`src/rtl/dmem_arbiter.sv`:
```
`default_nettype none
// +--------------------------------------------------------------------------+
// | Module      : dmem_arbiter                                               |
// | Description : Two-requester round-robin arbiter and sequencer for the    |
// |               single-port, synchronous-read data RAM. Requester 0 is the |
// |               core data port, requester 1 the debug/loader port. One     |
// |               transaction is in flight at a time; RAM read latency is    |
// |               one cycle.                                                 |
// | Ports       : clk, rst_n        clock, asynchronous active-low reset     |
// |               mX_req/we/addr/wdata   requester X command                 |
// |               mX_gnt            1-cycle pulse, command issued to RAM     |
// |               mX_rvalid/rdata   1-cycle read-data pulse and held data    |
// |               ram_en/we/addr/wdata   registered RAM control              |
// |               ram_rdata         RAM data, valid cycle after a read       |
// | Revision    : 1.0  initial release                                       |
// +--------------------------------------------------------------------------+
module dmem_arbiter #(
  parameter int ADDR_WIDTH = 8,
  parameter int DATA_WIDTH = 32
) (
  input  logic                  clk,
  input  logic                  rst_n,
  input  logic                  m0_req,
  input  logic                  m0_we,
  input  logic [ADDR_WIDTH-1:0] m0_addr,
  input  logic [DATA_WIDTH-1:0] m0_wdata,
  output logic                  m0_gnt,
  output logic                  m0_rvalid,
  output logic [DATA_WIDTH-1:0] m0_rdata,
  input  logic                  m1_req,
  input  logic                  m1_we,
  input  logic [ADDR_WIDTH-1:0] m1_addr,
  input  logic [DATA_WIDTH-1:0] m1_wdata,
  output logic                  m1_gnt,
  output logic                  m1_rvalid,
  output logic [DATA_WIDTH-1:0] m1_rdata,
  output logic                  ram_en,
  output logic                  ram_we,
  output logic [ADDR_WIDTH-1:0] ram_addr,
  output logic [DATA_WIDTH-1:0] ram_wdata,
  input  logic [DATA_WIDTH-1:0] ram_rdata
);

  typedef enum logic [1:0] {
    IDLE  = 2'd0,
    ISSUE = 2'd1,
    WAIT  = 2'd2
  } state_t;

  state_t                r_state,      w_state_nxt;
  logic                  r_last_grant, w_last_grant_nxt;
  logic                  r_ram_en,     w_ram_en_nxt;
  logic                  r_ram_we,     w_ram_we_nxt;
  logic [ADDR_WIDTH-1:0] r_ram_addr,   w_ram_addr_nxt;
  logic [DATA_WIDTH-1:0] r_ram_wdata,  w_ram_wdata_nxt;
  logic                  r_m0_gnt,     w_m0_gnt_nxt;
  logic                  r_m1_gnt,     w_m1_gnt_nxt;
  logic                  r_m0_rvalid,  w_m0_rvalid_nxt;
  logic                  r_m1_rvalid,  w_m1_rvalid_nxt;
  logic [DATA_WIDTH-1:0] r_m0_rdata,   w_m0_rdata_nxt;
  logic [DATA_WIDTH-1:0] r_m1_rdata,   w_m1_rdata_nxt;
  logic                  w_win_m1;

  // m1 wins when it is the only requester, or when both request and m0 was
  // the last one served. last_grant also names the owner of an in-flight read.
  assign w_win_m1 = m1_req & (~m0_req | ~r_last_grant);

  always_comb begin
    w_state_nxt      = r_state;
    w_last_grant_nxt = r_last_grant;
    w_ram_en_nxt     = 1'b0;
    w_ram_we_nxt     = 1'b0;
    w_ram_addr_nxt   = r_ram_addr;
    w_ram_wdata_nxt  = r_ram_wdata;
    w_m0_gnt_nxt     = 1'b0;
    w_m1_gnt_nxt     = 1'b0;
    w_m0_rvalid_nxt  = 1'b0;
    w_m1_rvalid_nxt  = 1'b0;
    w_m0_rdata_nxt   = r_m0_rdata;
    w_m1_rdata_nxt   = r_m1_rdata;
    case (r_state)
      IDLE: begin
        if (m0_req || m1_req) begin
          w_ram_en_nxt     = 1'b1;
          w_last_grant_nxt = w_win_m1;
          w_state_nxt      = ISSUE;
          if (w_win_m1) begin
            w_ram_we_nxt    = m1_we;
            w_ram_addr_nxt  = m1_addr;
            w_ram_wdata_nxt = m1_wdata;
            w_m1_gnt_nxt    = 1'b1;
          end else begin
            w_ram_we_nxt    = m0_we;
            w_ram_addr_nxt  = m0_addr;
            w_ram_wdata_nxt = m0_wdata;
            w_m0_gnt_nxt    = 1'b1;
          end
        end
      end
      ISSUE: begin
        // The RAM performs the access at the end of this cycle; only reads
        // need the extra cycle to collect data.
        w_state_nxt = r_ram_we ? IDLE : WAIT;
      end
      WAIT: begin
        w_state_nxt = IDLE;
        if (r_last_grant) begin
          w_m1_rdata_nxt  = ram_rdata;
          w_m1_rvalid_nxt = 1'b1;
        end else begin
          w_m0_rdata_nxt  = ram_rdata;
          w_m0_rvalid_nxt = 1'b1;
        end
      end
      default: w_state_nxt = IDLE;
    endcase
  end

  always_ff @(posedge clk or negedge rst_n) begin
    if (!rst_n) begin
      r_state      <= IDLE;
      r_last_grant <= 1'b1;
      r_ram_en     <= 1'b0;
      r_ram_we     <= 1'b0;
      r_ram_addr   <= '0;
      r_ram_wdata  <= '0;
      r_m0_gnt     <= 1'b0;
      r_m1_gnt     <= 1'b0;
      r_m0_rvalid  <= 1'b0;
      r_m1_rvalid  <= 1'b0;
      r_m0_rdata   <= '0;
      r_m1_rdata   <= '0;
    end else begin
      r_state      <= w_state_nxt;
      r_last_grant <= w_last_grant_nxt;
      r_ram_en     <= w_ram_en_nxt;
      r_ram_we     <= w_ram_we_nxt;
      r_ram_addr   <= w_ram_addr_nxt;
      r_ram_wdata  <= w_ram_wdata_nxt;
      r_m0_gnt     <= w_m0_gnt_nxt;
      r_m1_gnt     <= w_m1_gnt_nxt;
      r_m0_rvalid  <= w_m0_rvalid_nxt;
      r_m1_rvalid  <= w_m1_rvalid_nxt;
      r_m0_rdata   <= w_m0_rdata_nxt;
      r_m1_rdata   <= w_m1_rdata_nxt;
    end
  end

  assign ram_en    = r_ram_en;
  assign ram_we    = r_ram_we;
  assign ram_addr  = r_ram_addr;
  assign ram_wdata = r_ram_wdata;
  assign m0_gnt    = r_m0_gnt;
  assign m1_gnt    = r_m1_gnt;
  assign m0_rvalid = r_m0_rvalid;
  assign m1_rvalid = r_m1_rvalid;
  assign m0_rdata  = r_m0_rdata;
  assign m1_rdata  = r_m1_rdata;

endmodule
`default_nettype wire

```
`config.mk`:
```
export PLATFORM = sky130hd
export DESIGN_NAME = dmem_arbiter
export DESIGN_NICKNAME = d
export VERILOG_FILES = /design/src/rtl/dmem_arbiter.sv
export SDC_FILE = /design/constraint.sdc
export NUM_CORES = 1
export LEC_CHECK = 0
export CELL_PAD_IN_SITES_DETAIL_PLACEMENT = 1
export CELL_PAD_IN_SITES_GLOBAL_PLACEMENT = 2
export CORE_ASPECT_RATIO = 1.2
export CORE_MARGIN = 3
export CORE_UTILIZATION = 22
export CTS_CLUSTER_DIAMETER = 30
export DETAILED_ROUTE_END_ITERATION = 8
export PLACE_DENSITY_LB_ADDON = 0.1
export SYNTH_ARGS = -nofsm -noshare
export SYNTH_HDL_FRONTEND = slang
export SYNTH_SLANG_ARGS = --single-unit
```
`constraint.sdc`:
```
create_clock -name clk -period 1.4 [get_ports clk]
set_input_delay 0.28 -clock clk [delete_from_list [all_inputs] [get_ports clk]]
set_output_delay 0.28 -clock clk [all_outputs]
set_load 0.1 [all_outputs]
```
==> reports/results.tsv, run 1 <==
stage	metric	value	unit
timing	fmax	696	MHz
timing	final setup fails	42	
yosys	EDFF count, synth	0	
placed_design	Post-Place Cells	841	
timing	shortest period the worst path allows	1440	ps
die	Initial Util	0.225	
cts	worst skew pair latency	400	ps
critical_path	crit path max fanout	20	
timing	final hold vios	0	
critical_path	worst path bufs/invs	1	
run	maxcap violations	0	
die	Row Count	57	
cts	number of H-tree levels	4	
global_route	total track usage	0.146	
timing	ratio of final minimum period to clock period	1.03	
drt	DR pass1 iterations	6	
final_layout	# fillers	2022	
drt	Vias/cell	4.39	
final_layout	utilization after layout	0.465	
cts	Longest Clk Path Bufs	2	
yosys	Top FF cell, synth	dfrtp_1	
drt	# DRC	0	
yosys	synth cell count leaders	112 x dfrtp_1, 63 x mux2_2, 58 x nand2_1	
timing	RSZ-0062 raised after global routing	true	
critical_path	arrival time worst endpoint	1710	ps
final_layout	multi-input logic area	0.00186	mm^2
drt	Vias	3867	
yosys	Mapped Nets	473	
critical_path	startpoint type of the worst setup path	flop	
critical_path	worst path cell trace	nand3b_1 > buf_12 > mux2_2	
cts	clock transition at the registers of the reported paths	50	ps
yosys	count leader, synth	dfrtp_1	
yosys	flops & latches, synth	113	
placed_design	DP Worst Slack	-400	ps
drt	antenna-violating nets left	0	
timing	Setup Skew	7.97	ps
yosys	sequential area share after synthesis	0.622	
timing	Max Slew Vio Count	0	
drt	Wirelength per Cell	18.8	um
cts	CTS Buf Count	17	
critical_path	Worst setup EP type	flop	
drt	DRT iter0 DRCs	50	
status	violated checks	setup timing	
cts	CTS tree	built	
final_layout	share of cells above drive strength 1	0.435	
yosys	top cell type's share of synthesized area	0.616	
final_layout	sequential cell area	0.00283	mm^2
global_route	via count of the first global-routing pass	4373	
drt	WL final	16.6	mm
min_path	Hold Crit Class	input port to asynchronous set/reset pin	
yosys	Synth cell types	27	
cts	clock sinks	113	
final_layout	diodes inserted	0	
global_route	largest net degree at the start of global routing	42	
final_layout	post-route cell area	0.00941	mm^2
critical_path	slowest CP cell	dfstp_2	
global_route	first-pass GRT wire length	24.9	mm
global_route	gr ovfl total	0	
die	die width	137	um
yosys	biggest area consumer among synthesized cells	dfrtp_1	
critical_path	kind of critical path	flop to flop	
cts	root buffer cell	clkbuf_16	
final_layout	Non-Filler Instances	881	
timing	Worst-Margin Slew	276	ps
critical_path	Crit path max-delay family	flip-flops	
timing	Slew HR	0.815	
timing	minimum setup slack in the final design	-36.6	ps
yosys	Avg Inst Size Synth	12.8	um^2
yosys	synth warn	0	
die	die footprint	0.0224	mm^2
yosys	async set-reset flop share out of synthesis	1.00	
placed_design	I/O Buffers	227	
critical_path	Worst EP required	1680	ps
yosys	Post-Syn Area	0.00455	mm^2
critical_path	Max stage delay on crit path	620	ps
die	Die Ht	164	um
placed_design	routability congestion estimate	0.710	
status	status	finished, violations left	
placed_design	Cell Area, Placed	0.00836	mm^2
final_layout	Layout Area Growth over Synthesis	107	%
die	IO Pins	228	
final_layout	fin nets	722	
die	total core area	0.0203	mm^2
yosys	Mapped Cells	355	
yosys	Synth area leaders	dfrtp_1 62%, mux2_2 16%, nand2_1 4.8%, a31oi_1 3.9%, a21oi_1 3.2%	
placed_design	HPWL Detailed	12.0	mm
global_route	initial antenna violation count	1	
==> sequential cells by signal, summed over array words and instances (netlist names) <==
register / count
m0_gnt: 1
m0_rdata: 32
m0_rvalid: 1
m1_gnt: 1
m1_rdata: 32
m1_rvalid: 1
r_last_grant: 1
r_state: 2
ram_addr: 8
ram_en: 1
ram_wdata: 32
ram_we: 1
==> cell type report <==
type / instances / area share
clock buffers: 21 / 0.0489
clock inverters: 10 / 0.0144
inverters: 3 / 0.00120
multi-input cells: 215 / 0.197
flip-flops and latches: 113 / 0.301
well taps: 265 / 0.0352
repair buffers: 254 / 0.402
==> metrics by stage <==
stage               setup TNS [ps]  hold slack [ps]
finish                        -640              291
global placement            -15720              161
CTS                          -1290              278
detailed placement          -17990              164
global route                 -4640              305
floorplan                        0            -15.6
==> what timing repair did <==
action	in CTS	in global routing
setup endpoints to repair	103	104
setup buffers	5	0
hold endpoints to repair	18	0
cloned	2	2
pin swaps	3	27
resized for setup	30	58
hold buffers	1	0
==> worst paths after layout <==
path	from	to	slack (ps)	depth (start not counted)
max in group asynchronous	rst_n	r_last_grant	570	3
min in group clk	m1_wdata[27]	ram_wdata[27]	440	3
hold / removal	rst_n	m0_rdata[2]	290	2
setup / recovery	r_last_grant	m1_rdata[1]	-40	3
hold reg to reg	ram_we	r_state[1]	480	1
setup reg to reg	r_last_grant	m1_rdata[1]	-40	3
==> kinds of logic (layout without fill, tap and decap cells) <==
kind of cell	after synthesis	in the layout	share of synthesized area
muxes	64	64	0.158
AOI/OAI and AO/OA	72	72	0.103
and+or+nand+nor	78	79	0.0795
DFF	113	113	0.622
buffers and inverters	28	288	0.0369
==> placed cells by master (no fill, tap or decap), types with 3 or more instances in the layout <==
cell type        count
a21oi_1             29
a221o_1             12
a31oi_1             25
and3_4              13
buf_12             123
buf_4                9
buf_6                3
bufinv_16            3
clkbuf_16           19
clkdlybuf4s50_1    116
clkinv_2             4
dfrtp_1            111
inv_1                3
mux2_2              37
mux2_4              27
nand2_1             44
nand2_2              4
nand2_4             11
==> layer usage <==
| layer | vias up | wire length (um) | GRT usage |
|---|---|---|---|
| met1 | 1933 | 6440 | 0.168 |
| li1 | 1767 | - | - |
| met3 | 18 | 1320 | 0.0570 |
| met4 | 2 | 225 | 0.0485 |
| met5 | - | 13 | 0 |
| met2 | 147 | 8600 | 0.248 |
Power of run 1 is left out: the tool's default activity adds up to more than one toggle a clock period on the data nets, which glitch-free logic cannot reach.
==> run 2: changes to the inputs <==
Settings changed: PLACE_DENSITY_LB_ADDON 0.1 to 0.3.
==> run 2 against run 1 <==
Effect of this change: the run still ends with setup timing left; highest routed layer is now met4; sequential share of layout area down 0.20 points; via count increased by 1.8%; critical endpoint is now m1_rdata[31]; non-clock buffer count rose by 7; clock-buffer cell count rose by 1.
==> reports/results.tsv, run 2 (synthesized netlist as in run 1, its figures left out) <==
stage	metric	value	unit	change
die	Die Ht	164	um	unchanged
critical_path	kind of critical path	flop to flop		unchanged
timing	ratio of final minimum period to clock period	1.07		was 1.03
critical_path	Max stage delay on crit path	620	ps	about the same
final_layout	multi-input logic area	0.00185	mm^2	was 0.00186 mm^2
global_route	gr ovfl total	0		unchanged
placed_design	Post-Place Cells	843		was 841
drt	WL final	17.4	mm	was 16.6 mm
cts	clock sinks	113		unchanged
timing	final hold vios	0		unchanged
run	maxcap violations	0		unchanged
timing	RSZ-0062 raised after global routing	true		unchanged
cts	worst skew pair latency	410	ps	was 400 ps
timing	Max Slew Vio Count	0		unchanged
critical_path	worst path bufs/invs	2		was 1
timing	worst hold margin	317	ps	was 291 ps
timing	fmax	669	MHz	was 696 MHz
timing	Worst-Margin Slew	327	ps	was 276 ps
critical_path	Worst setup EP type	flop		unchanged
drt	# DRC	0		unchanged
critical_path	slowest CP cell	dfstp_2		unchanged
final_layout	commonest non-fill, non-tap cell in the layout	buf_12		unchanged
die	Row Count	57		unchanged
drt	Vias	3937		was 3867
final_layout	fin nets	728		was 722
final_layout	diodes inserted	0		unchanged
cts	root buffer cell	clkbuf_16		unchanged
status	violated checks	setup timing		unchanged
placed_design	HPWL Detailed	12.0	mm	about the same
die	total core area	0.0203	mm^2	unchanged
critical_path	arrival time worst endpoint	1780	ps	was 1710 ps
drt	antenna-violating nets left	0		unchanged
global_route	via count of the first global-routing pass	4472		was 4373
critical_path	Reg-to-Reg Start	r_last_grant		unchanged
critical_path	Critical Path Source	r_last_grant		unchanged
placed_design	routability congestion estimate	0.734		was 0.710
critical_path	Worst EP required	1690	ps	was 1680 ps
min_path	Hold Crit Class	input port to asynchronous set/reset pin		unchanged
timing	Slew HR	0.782		was 0.815
critical_path	crit path max fanout	17		was 20
drt	Vias/cell	4.43		was 4.39
final_layout	# fillers	2027		was 2022
final_layout	Non-Filler Instances	888		was 881
timing	shortest period the worst path allows	1500	ps	was 1440 ps
die	die width	137	um	unchanged
critical_path	startpoint type of the worst setup path	flop		unchanged
global_route	first-pass GRT wire length	25.0	mm	was 24.9 mm
critical_path	worst path cell trace	nand3b_1 > buf_6 > buf_12 > mux2_4		was nand3b_1 > buf_12 > mux2_2
drt	DRT iter0 DRCs	107		was 50
final_layout	share of cells above drive strength 1	0.448		was 0.435
cts	number of H-tree levels	4		unchanged
cts	clock transition at the registers of the reported paths	60	ps	was 50 ps
final_layout	most frequent cells in the layout	119 x buf_12, 116 x clkdlybuf4s50_1, 110 x dfrtp_1		was 123 x buf_12, 116 x clkdlybuf4s50_1, 111 x dfrtp_1
cts	CTS Buf Count	17		unchanged
global_route	initial antenna violation count	0		was 1
status	status	finished, violations left		unchanged
drt	Wirelength per Cell	19.6	um	was 18.8 um
timing	minimum setup slack in the final design	-95.2	ps	was -36.6 ps
timing	setup TNS	-2660	ps	was -640 ps
cts	CTS tree	built		unchanged
global_route	total track usage	0.146		about the same
die	IO Pins	228		unchanged
global_route	largest net degree at the start of global routing	35		was 42
critical_path	Crit path max-delay family	flip-flops		unchanged
die	die footprint	0.0224	mm^2	unchanged
timing	Setup Skew	9.56	ps	was 7.97 ps
final_layout	sequential cell area	0.00283	mm^2	about the same
die	Initial Util	0.225		unchanged
placed_design	I/O Buffers	227		unchanged
cts	Longest Clk Path Bufs	2		unchanged
final_layout	Layout Area Growth over Synthesis	108	%	was 107%
drt	DR pass1 iterations	4		was 6
timing	final setup fails	73		was 42
## run 2: final timing paths
| check | cells after the start | endpoint | slack (ps) |
|---|---|---|---|
| max | 4 | m1_rdata[31] | -100 |
| min | 2 | m0_rdata[2] | 320 |
| max reg2reg | 4 | m1_rdata[31] | -100 |
| min reg2reg | 1 | r_state[1] | 490 |
| max in group asynchronous | 3 | r_last_grant | 530 |
| min in group clk | 3 | ram_wdata[26] | 430 |
## run 2: timing repair
action / CTS / global route
setup endpoints to repair: 52 / 96
hold buffers: 1 / 0
pin swaps: 10 / 34
buffers inserted: 3 / 1
gates resized for setup: 19 / 62
hold endpoints to repair: 17 / 0
cloned: 1 / 7
## run 2: final cells by class
type / instances / area share
Sequential cell: 113 / 0.299
Timing Repair Buffer: 261 / 0.409
Clock buffer: 22 / 0.0500
Clock inverter: 10 / 0.0107
Tap cell: 265 / 0.0350
Inverter: 3 / 0.00119
Multi-Input combinational cell: 214 / 0.195
## run 2: worst register-to-register path, cell delays in order, from the launching register on
cell      delay [ps]
dfstp_2          620
nand3b_1         120
buf_6            160
buf_12           160
mux2_4           310
## run 2: metrics by stage
step / worst slack (ps) / cell area, um^2 / utilization
2_1_floorplan: 8.74 / 4550 / -
3_5_place_dp: -356 / 8360 / 0.413
6_report: -95.2 / 9480 / 0.468
4_1_cts: -65.4 / 9080 / 0.448
5_1_grt: -114 / 9480 / 0.468
3_3_place_gp: -317 / 8360 / 0.413
## run 2: layer usage
metal	up-vias	global-route usage	wire length (um)
met2	155	0.258	9220
met3	14	0.0573	1260
met5	-	0	0
met4	0	0.0390	236
li1	1794	-	-
met1	1974	0.164	6700
Power of run 2 is left out for the same reason.
==> run 3: changes to the inputs <==
Settings changed: CTS_CLUSTER_SIZE set to 40, SLEW_MARGIN set to 20.
==> results of run 3 <==
No change in the layout: final DEF, timing and power equal those of run 2.
Power of run 3 is left out for the same reason.
